<file path="src/rtl/seg7_scan_capture_pkg.sv">
// Shared constants for the scanned 7-segment capture path: bus bit positions,
// the hex glyph table (a..g order, MSB = a) and the frame-assembly state encoding.
package seg7_scan_capture_pkg;

  localparam int SEG_A = 6;
  localparam int SEG_B = 5;
  localparam int SEG_C = 4;
  localparam int SEG_D = 3;
  localparam int SEG_E = 2;
  localparam int SEG_F = 1;
  localparam int SEG_G = 0;

  localparam logic [6:0] HEX_PAT [16] = '{
    7'h7E, 7'h30, 7'h6D, 7'h79, 7'h33, 7'h5B, 7'h5F, 7'h70,
    7'h7F, 7'h7B, 7'h77, 7'h1F, 7'h4E, 7'h3D, 7'h4F, 7'h47
  };

  typedef enum logic {
    HUNT    = 1'b0,
    COLLECT = 1'b1
  } state_e;

endpackage

</file>
<file path="src/rtl/seg7_scan_capture_if.sv">
// Scanned segment bus in, decoded frame out with valid/ready handshake.
// master = capture block, slave = bus driver / frame consumer.
interface seg7_scan_capture_if #(
  parameter int NUM_DIGITS = 4
);
  logic [6:0]              seg_in;
  logic [NUM_DIGITS-1:0]   dig_en;
  logic [4*NUM_DIGITS-1:0] out_value;
  logic                    out_err;
  logic                    out_valid;
  logic                    out_ready;
  logic                    sync_err;
  logic                    overrun;

  modport master (
    input  seg_in, dig_en, out_ready,
    output out_value, out_err, out_valid, sync_err, overrun
  );

  modport slave (
    output seg_in, dig_en, out_ready,
    input  out_value, out_err, out_valid, sync_err, overrun
  );
endinterface

</file>
<file path="src/rtl/seg7_scan_capture_decode.sv">
// Combinational glyph decoder: 7-bit segment pattern -> hex nibble, with a flag
// for patterns that are not one of the 16 hex glyphs.
module seg7_pattern_decode
  import seg7_scan_capture_pkg::*;
(
  input  logic [6:0] pat_i,
  output logic [3:0] nib_o,
  output logic       inv_o
);

  logic [6:0] abcdefg;

  // Table is stored a..g from MSB; gather bus bits into that order explicitly.
  assign abcdefg = {pat_i[SEG_A], pat_i[SEG_B], pat_i[SEG_C], pat_i[SEG_D],
                    pat_i[SEG_E], pat_i[SEG_F], pat_i[SEG_G]};

  always_comb begin
    nib_o = 4'h0;
    inv_o = 1'b1;
    for (int i = 0; i < 16; i++) begin
      if (abcdefg == HEX_PAT[i]) begin
        nib_o = 4'(i);
        inv_o = 1'b0;
      end
    end
  end

endmodule

</file>
<file path="src/rtl/seg7_scan_capture.sv">
// Watches a scanned 7-segment bus, debounces each digit slot, decodes it and
// assembles in-order frames into a held valid/ready output word.
module seg7_scan_capture
  import seg7_scan_capture_pkg::*;
#(
  parameter int NUM_DIGITS    = 4,
  parameter int STABLE_CYCLES = 4
) (
  input  logic                 clk,
  input  logic                 rst,
  seg7_scan_capture_if.master  bus
);

  localparam int IDX_W = (NUM_DIGITS > 1) ? $clog2(NUM_DIGITS) : 1;
  localparam int CNT_W = $clog2(STABLE_CYCLES);
  localparam int IN_W  = 7 + NUM_DIGITS;
  localparam int FRM_W = 4 * NUM_DIGITS;

  logic [IN_W-1:0]  in_now, prev_q;
  logic [CNT_W-1:0] cnt_q, cnt_d;
  logic             changed, stable_hit, dig_any, dig_multi, cap, cap_multi;
  logic [IDX_W-1:0] idx;
  logic [3:0]       nib;
  logic             inv;

  state_e           state_q, state_d;
  logic [IDX_W-1:0] exp_q, exp_d;
  logic [FRM_W-1:0] frame_q, frame_d;
  logic             ferr_q, ferr_d;
  logic             complete, sync_d;

  logic [FRM_W-1:0] out_value_q, out_value_d;
  logic             out_err_q, out_err_d, out_valid_q, out_valid_d;
  logic             sync_q, ovr_q, ovr_d;

  assign in_now  = {bus.seg_in, bus.dig_en};
  assign changed = (in_now != prev_q);

  // Counter saturates one past the capture point so a held slot fires only once.
  assign cnt_d = changed                                 ? '0 :
                 (cnt_q == CNT_W'(STABLE_CYCLES - 1))    ? cnt_q :
                                                           cnt_q + CNT_W'(1);
  assign stable_hit = !changed && (cnt_q == CNT_W'(STABLE_CYCLES - 2));

  assign dig_any   = |bus.dig_en;
  assign dig_multi = (bus.dig_en & (bus.dig_en - NUM_DIGITS'(1))) != '0;
  assign cap       = stable_hit && dig_any && !dig_multi;
  assign cap_multi = stable_hit && dig_multi;

  always_comb begin
    idx = '0;
    for (int i = 0; i < NUM_DIGITS; i++) begin
      if (bus.dig_en[i]) idx = IDX_W'(i);
    end
  end

  seg7_pattern_decode u_dec (
    .pat_i (bus.seg_in),
    .nib_o (nib),
    .inv_o (inv)
  );

  always_comb begin
    state_d  = state_q;
    exp_d    = exp_q;
    frame_d  = frame_q;
    ferr_d   = ferr_q;
    complete = 1'b0;
    sync_d   = 1'b0;
    if (cap_multi) begin
      sync_d  = 1'b1;
      state_d = HUNT;
      frame_d = '0;
      ferr_d  = 1'b0;
    end else if (cap) begin
      if (state_q == HUNT || (idx == '0 && idx != exp_q)) begin
        if (idx == '0) begin
          sync_d        = (state_q == COLLECT);
          frame_d       = '0;
          frame_d[3:0]  = nib;
          ferr_d        = inv;
          exp_d         = IDX_W'(1);
          if (NUM_DIGITS == 1) begin
            complete = 1'b1;
            state_d  = HUNT;
          end else begin
            state_d  = COLLECT;
          end
        end
      end else if (idx == exp_q) begin
        frame_d[4*idx +: 4] = nib;
        ferr_d              = ferr_q | inv;
        if (exp_q == IDX_W'(NUM_DIGITS - 1)) begin
          complete = 1'b1;
          state_d  = HUNT;
        end else begin
          exp_d = exp_q + IDX_W'(1);
        end
      end else begin
        sync_d  = 1'b1;
        state_d = HUNT;
        frame_d = '0;
        ferr_d  = 1'b0;
      end
    end
  end

  // A completed frame only lands if the holding register is free or being drained.
  always_comb begin
    out_value_d = out_value_q;
    out_err_d   = out_err_q;
    out_valid_d = out_valid_q;
    ovr_d       = 1'b0;
    if (complete) begin
      if (!out_valid_q || bus.out_ready) begin
        out_value_d = frame_d;
        out_err_d   = ferr_d;
        out_valid_d = 1'b1;
      end else begin
        ovr_d = 1'b1;
      end
    end else if (out_valid_q && bus.out_ready) begin
      out_valid_d = 1'b0;
    end
  end

  always_ff @(posedge clk or posedge rst) begin
    if (rst) begin
      prev_q      <= '0;
      cnt_q       <= '0;
      state_q     <= HUNT;
      exp_q       <= '0;
      frame_q     <= '0;
      ferr_q      <= 1'b0;
      out_value_q <= '0;
      out_err_q   <= 1'b0;
      out_valid_q <= 1'b0;
      sync_q      <= 1'b0;
      ovr_q       <= 1'b0;
    end else begin
      prev_q      <= in_now;
      cnt_q       <= cnt_d;
      state_q     <= state_d;
      exp_q       <= exp_d;
      frame_q     <= frame_d;
      ferr_q      <= ferr_d;
      out_value_q <= out_value_d;
      out_err_q   <= out_err_d;
      out_valid_q <= out_valid_d;
      sync_q      <= sync_d;
      ovr_q       <= ovr_d;
    end
  end

  assign bus.out_value = out_value_q;
  assign bus.out_err   = out_err_q;
  assign bus.out_valid = out_valid_q;
  assign bus.sync_err  = sync_q;
  assign bus.overrun   = ovr_q;

endmodule

</file>
<file path="src/flat_wrapper.sv">
// flat-port wrapper written by rule: the top's interface ports become plain ports
module seg7_scan_capture_flat import seg7_scan_capture_pkg::*;
#(
  parameter int NUM_DIGITS    = 4,
  parameter int STABLE_CYCLES = 4
)
  (clk, rst, bus_seg_in, bus_dig_en, bus_out_ready, bus_out_value, bus_out_err, bus_out_valid, bus_sync_err, bus_overrun);
  seg7_scan_capture_if #(.NUM_DIGITS(NUM_DIGITS)) bus_i ();
  input  logic clk;
  input  logic rst;
  input wire logic [$bits(bus_i.seg_in)-1:0] bus_seg_in;
  input wire logic [$bits(bus_i.dig_en)-1:0] bus_dig_en;
  input wire logic [$bits(bus_i.out_ready)-1:0] bus_out_ready;
  output wire logic [$bits(bus_i.out_value)-1:0] bus_out_value;
  output wire logic [$bits(bus_i.out_err)-1:0] bus_out_err;
  output wire logic [$bits(bus_i.out_valid)-1:0] bus_out_valid;
  output wire logic [$bits(bus_i.sync_err)-1:0] bus_sync_err;
  output wire logic [$bits(bus_i.overrun)-1:0] bus_overrun;
  assign bus_i.seg_in = bus_seg_in;
  assign bus_i.dig_en = bus_dig_en;
  assign bus_i.out_ready = bus_out_ready;
  assign bus_out_value = bus_i.out_value;
  assign bus_out_err = bus_i.out_err;
  assign bus_out_valid = bus_i.out_valid;
  assign bus_sync_err = bus_i.sync_err;
  assign bus_overrun = bus_i.overrun;
  seg7_scan_capture #(.NUM_DIGITS(NUM_DIGITS), .STABLE_CYCLES(STABLE_CYCLES)) u_core (.clk(clk), .rst(rst), .bus(bus_i));
endmodule
</file>
<file path="config.mk">
export PLATFORM = sky130hd
export DESIGN_NAME = seg7_scan_capture_flat
export DESIGN_NICKNAME = d
export VERILOG_FILES = /design/src/rtl/seg7_scan_capture_pkg.sv /design/src/rtl/seg7_scan_capture_if.sv /design/src/rtl/seg7_scan_capture_decode.sv /design/src/rtl/seg7_scan_capture.sv /design/src/flat_wrapper.sv
export SDC_FILE = /design/constraint.sdc
export NUM_CORES = 1
export LEC_CHECK = 0
export BUFFER_PORTS_ARGS = -buffer_cell sky130_fd_sc_hd__buf_2
export CORE_UTILIZATION = 50
export DETAILED_ROUTE_END_ITERATION = 12
export GPL_ROUTABILITY_DRIVEN = 0
export PLACE_DENSITY = 0.7
export SLEW_MARGIN = 0
export SYNTH_ARGS = -nofsm -noshare
export SYNTH_HDL_FRONTEND = slang
export SYNTH_SLANG_ARGS = --single-unit
</file>
<file path="constraint.sdc">
create_clock -name clk -period 2.95 [get_ports clk]
set_input_delay 0.4425 -clock clk [delete_from_list [all_inputs] [get_ports clk]]
set_output_delay 0.4425 -clock clk [all_outputs]
set_load 0.02 [all_outputs]
</file>
# [Yosys cells after proc, flatten, opt, wreduce, memory -nomap -nowiden]
# Index checks and enable logic that the tools add are counted.
[op_classes] add_sub_neg=4 eq_ne=28 shift=2 mux=72 n_bitwise=4 n_reduce_logical=21
[ops] operator="equality test 7 bit, second input constant" count=12
[ops] operator="two-way mux 16 bit" count=5
[ops] operator="two-way mux 4 bit" count=14
[ops] operator="two-way mux 1 bit" count=44
[ops] operator="negator 4 -> 34 bit" count=1
[ops] operator="variable shift 4 x 34 -> 16 bit, first input constant" count=1
[ops] operator="variable part select 4 x 34 -> 16 bit" count=1
[ops] operator="equality test 7 x 6 -> 1 bit, second input constant" count=3
[ops] operator="bitwise mux 16 bit" count=1
[ops] operator="two-way mux 2 bit" count=8
[ops] operator="!= test 11 bit" count=1
[ops] operator="equality test 7 x 5 -> 1 bit, second input constant" count=1
[ops] operator="equality test 2 bit, second input constant" count=3
[ops] operator="logical AND 1 bit" count=6
[ops] operator="!= test 2 x 1 -> 1 bit, second input constant" count=3
[ops] operator="nonzero test 2 bit" count=3
[ops] operator="AND reduction 5 bit" count=1
[ops] operator="adder 2 x 1 -> 2 bit, second input constant" count=2
[ops] operator="AND 4 bit" count=1
[ops] operator="!= test 4 x 2 -> 1 bit, second input constant" count=1
[ops] operator="AND reduction 2 bit" count=2
[ops] operator="nonzero test 4 bit" count=1
[ops] operator="OR reduction 4 bit" count=1
[ops] operator="subtractor 4 x 1 -> 4 bit, second input constant" count=1
[ops] operator="other kinds (10)" count=14
[totals] ff_bits=53 out_inout_bits=20 elab_cells=142

# [Logic depth before layout (Yosys ltp)]
[logic_depth] ltp_word=22 depth_mapped=12 ltp_nobuf=9

# [By module]
# Synthesis repeated with hierarchy kept, for this count alone.
[unflattened] cells_unflattened=341 hier_area_um2=3323.2
[by_module_without_submodules] mod="seg7_scan_capture" n_inst=1 cells_each=282 area_per_inst_um2=2951.6 seq_area_each_um2=1326.3
[by_module_without_submodules] mod="seg7_pattern_decode" n_inst=1 cells_each=59 area_per_inst_um2=371.6 seq_area_each_um2=0.0

# [Least setup slack after synthesis]
# OpenSTA, ideal clock, no wires.
[synth_path] kind="input port to flip-flop" from="input port bus_dig_en[1]" to="register u_core.frame_q[3]" setup_time_ps=86 arrival_ps=2491 required_time_ps=2864 setup_slack_ps=373 cell_stages=10 cell_sequence="buf_6 -> nor2b_1 -> or2_2 -> clkbuf_1 -> ha_1 -> nor4b_1 -> o311ai_0 -> a21oi_1 -> a2111oi_0 -> nor3_1"
[synth_between] elab_chain_cells=10
[synth_rtl] element="from (decl)" line_no="flat_wrapper.sv:12" source="input wire logic [$bits(bus_i.dig_en)-1:0] bus_dig_en;"
[synth_rtl] element="two-way mux 1 bit" line_no="seg7_scan_capture.sv:53" source="if (bus.dig_en[i]) idx = IDX_W'(i);"
[synth_rtl] element="two-way mux 2 bit (2 in a row)" line_no="seg7_scan_capture.sv:53"
[synth_rtl] element="negator 4 -> 34 bit" line_no="seg7_scan_capture.sv:91" source="frame_d[4*idx +: 4] = nib;"
[synth_rtl] element="variable part select 4 x 34 -> 16 bit / variable shift 4 x 34 -> 16 bit (equally long branches)" line_no="seg7_scan_capture.sv:91"
[synth_rtl] element="bitwise mux 16 bit" line_no="seg7_scan_capture.sv:91"
[synth_rtl] element="two-way mux 16 bit" line_no="seg7_scan_capture.sv:90" source="end else if (idx == exp_q) begin"
[synth_rtl] element="two-way mux 16 bit" line_no="seg7_scan_capture.sv:76" source="if (state_q == HUNT || (idx == '0 && idx != exp_q)) begin"
[synth_rtl] element="two-way mux 16 bit" line_no="seg7_scan_capture.sv:75" source="end else if (cap) begin"
[synth_rtl] element="two-way mux 16 bit *" line_no="seg7_scan_capture.sv:70" source="if (cap_multi) begin"
[synth_rtl] element="net u_core.frame_d[3]" line_no="seg7_scan_capture.sv:28" source="logic [FRM_W-1:0] frame_q, frame_d;"
[synth_rtl] element="to (signal assigned)" line_no="seg7_scan_capture.sv:145" source="frame_q <= frame_d;"
[synth_rtl] element="to (decl)" line_no="seg7_scan_capture.sv:28"
# Mark *: on every way through the listed nets, which the timed path passes. The rest lies on a longest branch.
# A chain may end at the register's enable or synchronous reset.

# [Final worst setup path]
[layout_path] from="register u_core.exp_q[1]" to="register u_core.frame_q[8]"
[layout_between] elab_chain_cells=6
[layout_rtl] element="from (decl)" line_no="seg7_scan_capture.sv:27" source="logic [IDX_W-1:0] exp_q, exp_d;"
[layout_rtl] element="from (signal assigned)" line_no="seg7_scan_capture.sv:144" source="exp_q <= exp_d;"
[layout_rtl] element="!= test 2 bit" line_no="seg7_scan_capture.sv:76"
[layout_rtl] element="logical AND 1 bit" line_no="seg7_scan_capture.sv:76"
[layout_rtl] element="logical OR 1 bit" line_no="seg7_scan_capture.sv:76"
[layout_rtl] element="two-way mux 16 bit *" line_no="seg7_scan_capture.sv:76"
[layout_rtl] element="two-way mux 16 bit *" line_no="seg7_scan_capture.sv:75"
[layout_rtl] element="two-way mux 16 bit *" line_no="seg7_scan_capture.sv:70"
[layout_rtl] element="net u_core.frame_d[8]" line_no="seg7_scan_capture.sv:28"
# Marks and branches as above.

==> results.py <==
metrics = {
    "yosys": {
        "syn-num-nets": 370,
        "syn_avg_cell_area_um2": 9.34,
        "synth_seq_area_share": 0.407,
        "async_flop_share": 1.00,
        "synth_seq_cells": 53,
        "synth_area_um2": 3260,
        "yosysWarnings": 0,
        "synth_edf_count": 0,
        "ys.flop_type": "dfrtp_1",
        "postSynthCellCount": 349,
        "netlist-cell-type-count": 64,
    },
    "route": {
        "vias_per_cell": 6.05,
        "antenna_left": 0,
        "wire_per_inst_um": 16.6,
        "drc": 0,
        "dr.pass1.iters": 5,
        "drt_wl_total_um": 7710,
        "dr_total_vias": 2800,
        "drt_iter0_markers": 190,
    },
    "critical_path": {
        "cp_max_fo": 6,
        "cp-end-kind": "register",
        "worst_ep_required_time_ns": 3.17,
        "start_kind": "register",
        "path_class": "reg -> reg",
        "cp.arrival_ns": 2.69,
    },
    "cells_and_area": {
        "insertedDiodeCount": 0,
        "final_cell_mix": "dfrtp_1 (53), buf_2 (33), a21oi_1 (27), nor2_1 (26), inv_1 (23)",
        "syn_to_final_growth_pct": 11.6,
        "design_area_um2": 3640,
        "layout-drive-gt1-share": 0.207,
        "nets": 406,
        "stdcell_count": 463,
        "layout_commonest_cell": "dfrtp_1",
    },
    "clocking": {
        "post_cts_buffers": 0,
        "cts_tree": "yes",
        "cts_hold_buf": 0,
        "clkSinkCount": 53,
        "cts-htree-levels": 2,
        "clk_pin_slew_ns": 0.10,
        "cts_root_buf": "clkbuf_8",
        "cts_buffers": 5,
        "clk_path_buf_depth": 2,
        "ctsResizeCount": 0,
        "clk_latency_ns": 0.31,
    },
    "sta": {
        "worst_pin_slew_ns": 0.700,
        "period_needed_ns": 2.47,
        "setup_ws_ns": 0.482,
        "finalMaxSlewViolations": 0,
        "setup_viol": 0,
        "fmax_mhz": 405,
        "hold_viol": 0,
        "timing.final.crit_share": 0.837,
        "fin_setup_tns_ns": 0,
        "rsz0062_at_grt": "false",
        "skew_ns": 0.0146,
        "timing.slew.headroom": 0.530,
    },
    "pwr": {
        "peakVddDrop_uv": 237,
        "power_density_nw_per_um2": 385,
        "power.total_w": 0.00140,
        "leakage_nw": 1.60,
    },
    "die": {
        "start_util": 0.516,
        "dieHeight_um": 82.7,
        "io_pins": 34,
        "dieArea_um2": 6840,
        "core.rowCount": 29,
        "die_w_um": 82.7,
        "core_region_area_um2": 6310,
    },
    "place": {
        "numPortBuffers": 33,
        "dp_slack_ns": 0.253,
        "post_dp_cell_area_um2": 3520,
        "placed_cells": 455,
        "hpwl_um": 5760,
    },
    "outcome": {
        "status": "completed",
    },
    "global_routing": {
        "antenna_found_initial": 0,
        "track_usage": 0.246,
        "grt_max_degree": 35,
        "grt_overflow": 0,
        "grt_pass1_vias": 2567,
        "grt_first_pass_wirelength_um": 12600,
    },
    "worst_hold_path": {
        "min_path_type": "in -> async",
    },
    "job": {
        "cap_violations": 0,
    },
}
[path summary, 6_finish.rpt]
check                                   startpoint                      end  slack (ns)  depth (start not counted)
max reg2reg                        u_core.exp_q[1]        u_core.frame_q[8]        0.48                          7
max in group asynchronous                      rst        u_core.frame_q[2]        2.00                          3
min                                            rst         u_core.prev_q[8]        0.14                          2
max                                u_core.exp_q[1]        u_core.frame_q[8]        0.48                          7
min in group clk                     bus_dig_en[0]         u_core.prev_q[0]        0.33                          1
min reg2reg                u_core.bus.out_value[2]  u_core.bus.out_value[2]        0.49                          1
[per-stage QoR]
step | hold slack, ns | utilization
6_report | 0.142 | 0.576
5_1_grt | 0.172 | 0.576
4_1_cts | 0.151 | 0.576
3_5_place_dp | 0.478 | 0.558
3_3_place_gp | 0.466 | 0.558
2_1_floorplan | 0.474 | -
[cell families after synthesis]
kind of cell	count (synthesis)	share of synthesized area
flip-flops	53	0.407
AND/OR/NAND/NOR	124	0.217
adder cells (fa/ha/maj)	7	0.0269
AO/OA/AOI/OAI	97	0.204
buffers and inverters	41	0.0603
XOR/XNOR	13	0.0373
multiplexers	14	0.0476
[cell type report]
class	instances	area (um^2)
fill	593	2680
multi-input combinational	255	1740
sequential	53	1330
timing repair buffer	46	275
tap	77	96.3
inverter	24	90.1
clock buffer	5	68.8
clock inverter	3	43.8
[metal layers]
| layer | vias up | GRT usage | share of wire |
|---|---|---|---|
| met2 | 68 | 0.402 | 0.48 |
| li1 | 1335 | - | - |
| met1 | 1391 | 0.350 | 0.47 |
| met3 | 6 | 0.0297 | 0.043 |
| met5 | - | 0 | 0 |
| met4 | 0 | 0.0517 | 0.0090 |
[synthesized netlist by cell type, drive strengths merged, types with 6 or more instances]
cell type	n	area [um^2]
and2	6	37.5
dfrtp	53	1330
mux2	9	105
xnor2	12	113
nor3	13	75.1
nor2	27	109
or3	8	55.1
nand2	23	103
a21oi	29	153
o22ai	6	37.5
inv	24	90.1
ha	7	87.6
buf	9	76.3
o21ai	20	104
nand3	9	50.1
nor2b	6	37.5
clkbuf	8	30.0
nand2b	11	68.8
[critical path, stage by stage, from the launching register on]
cell and delay (ns):
dfrtp_1 0.46, or4b_1 0.56, a21bo_2 0.30, and2_1 0.23
nor3_2 0.30, a2111oi_0 0.16, buf_4 0.16, o21ai_0 0.21
[flip-flops by register name, summed over array words and instances, names as in the netlist]
register / cells
u_core.prev_q: 11
u_core.bus.sync_err: 1
u_core.bus.out_valid: 1
u_core.frame_q: 16
u_core.cnt_q: 2
u_core.bus.overrun: 1
u_core.bus.out_value: 16
u_core.state_q: 1
u_core.bus.out_err: 1
u_core.ferr_q: 1
u_core.exp_q: 2
[where the power goes]
| group | internal, W | total (W) | switching (W) |
|---|---|---|---|
| registers | 0.000734 | 0.000737 | 0.00000362 |
| clock network | 0.000255 | 0.000507 | 0.000252 |
| logic | 0.0000541 | 0.000158 | 0.000103 |
| total | 0.00104 | 0.00140 | 0.000359 |
Note: power is estimated with default switching activity, not from simulation.
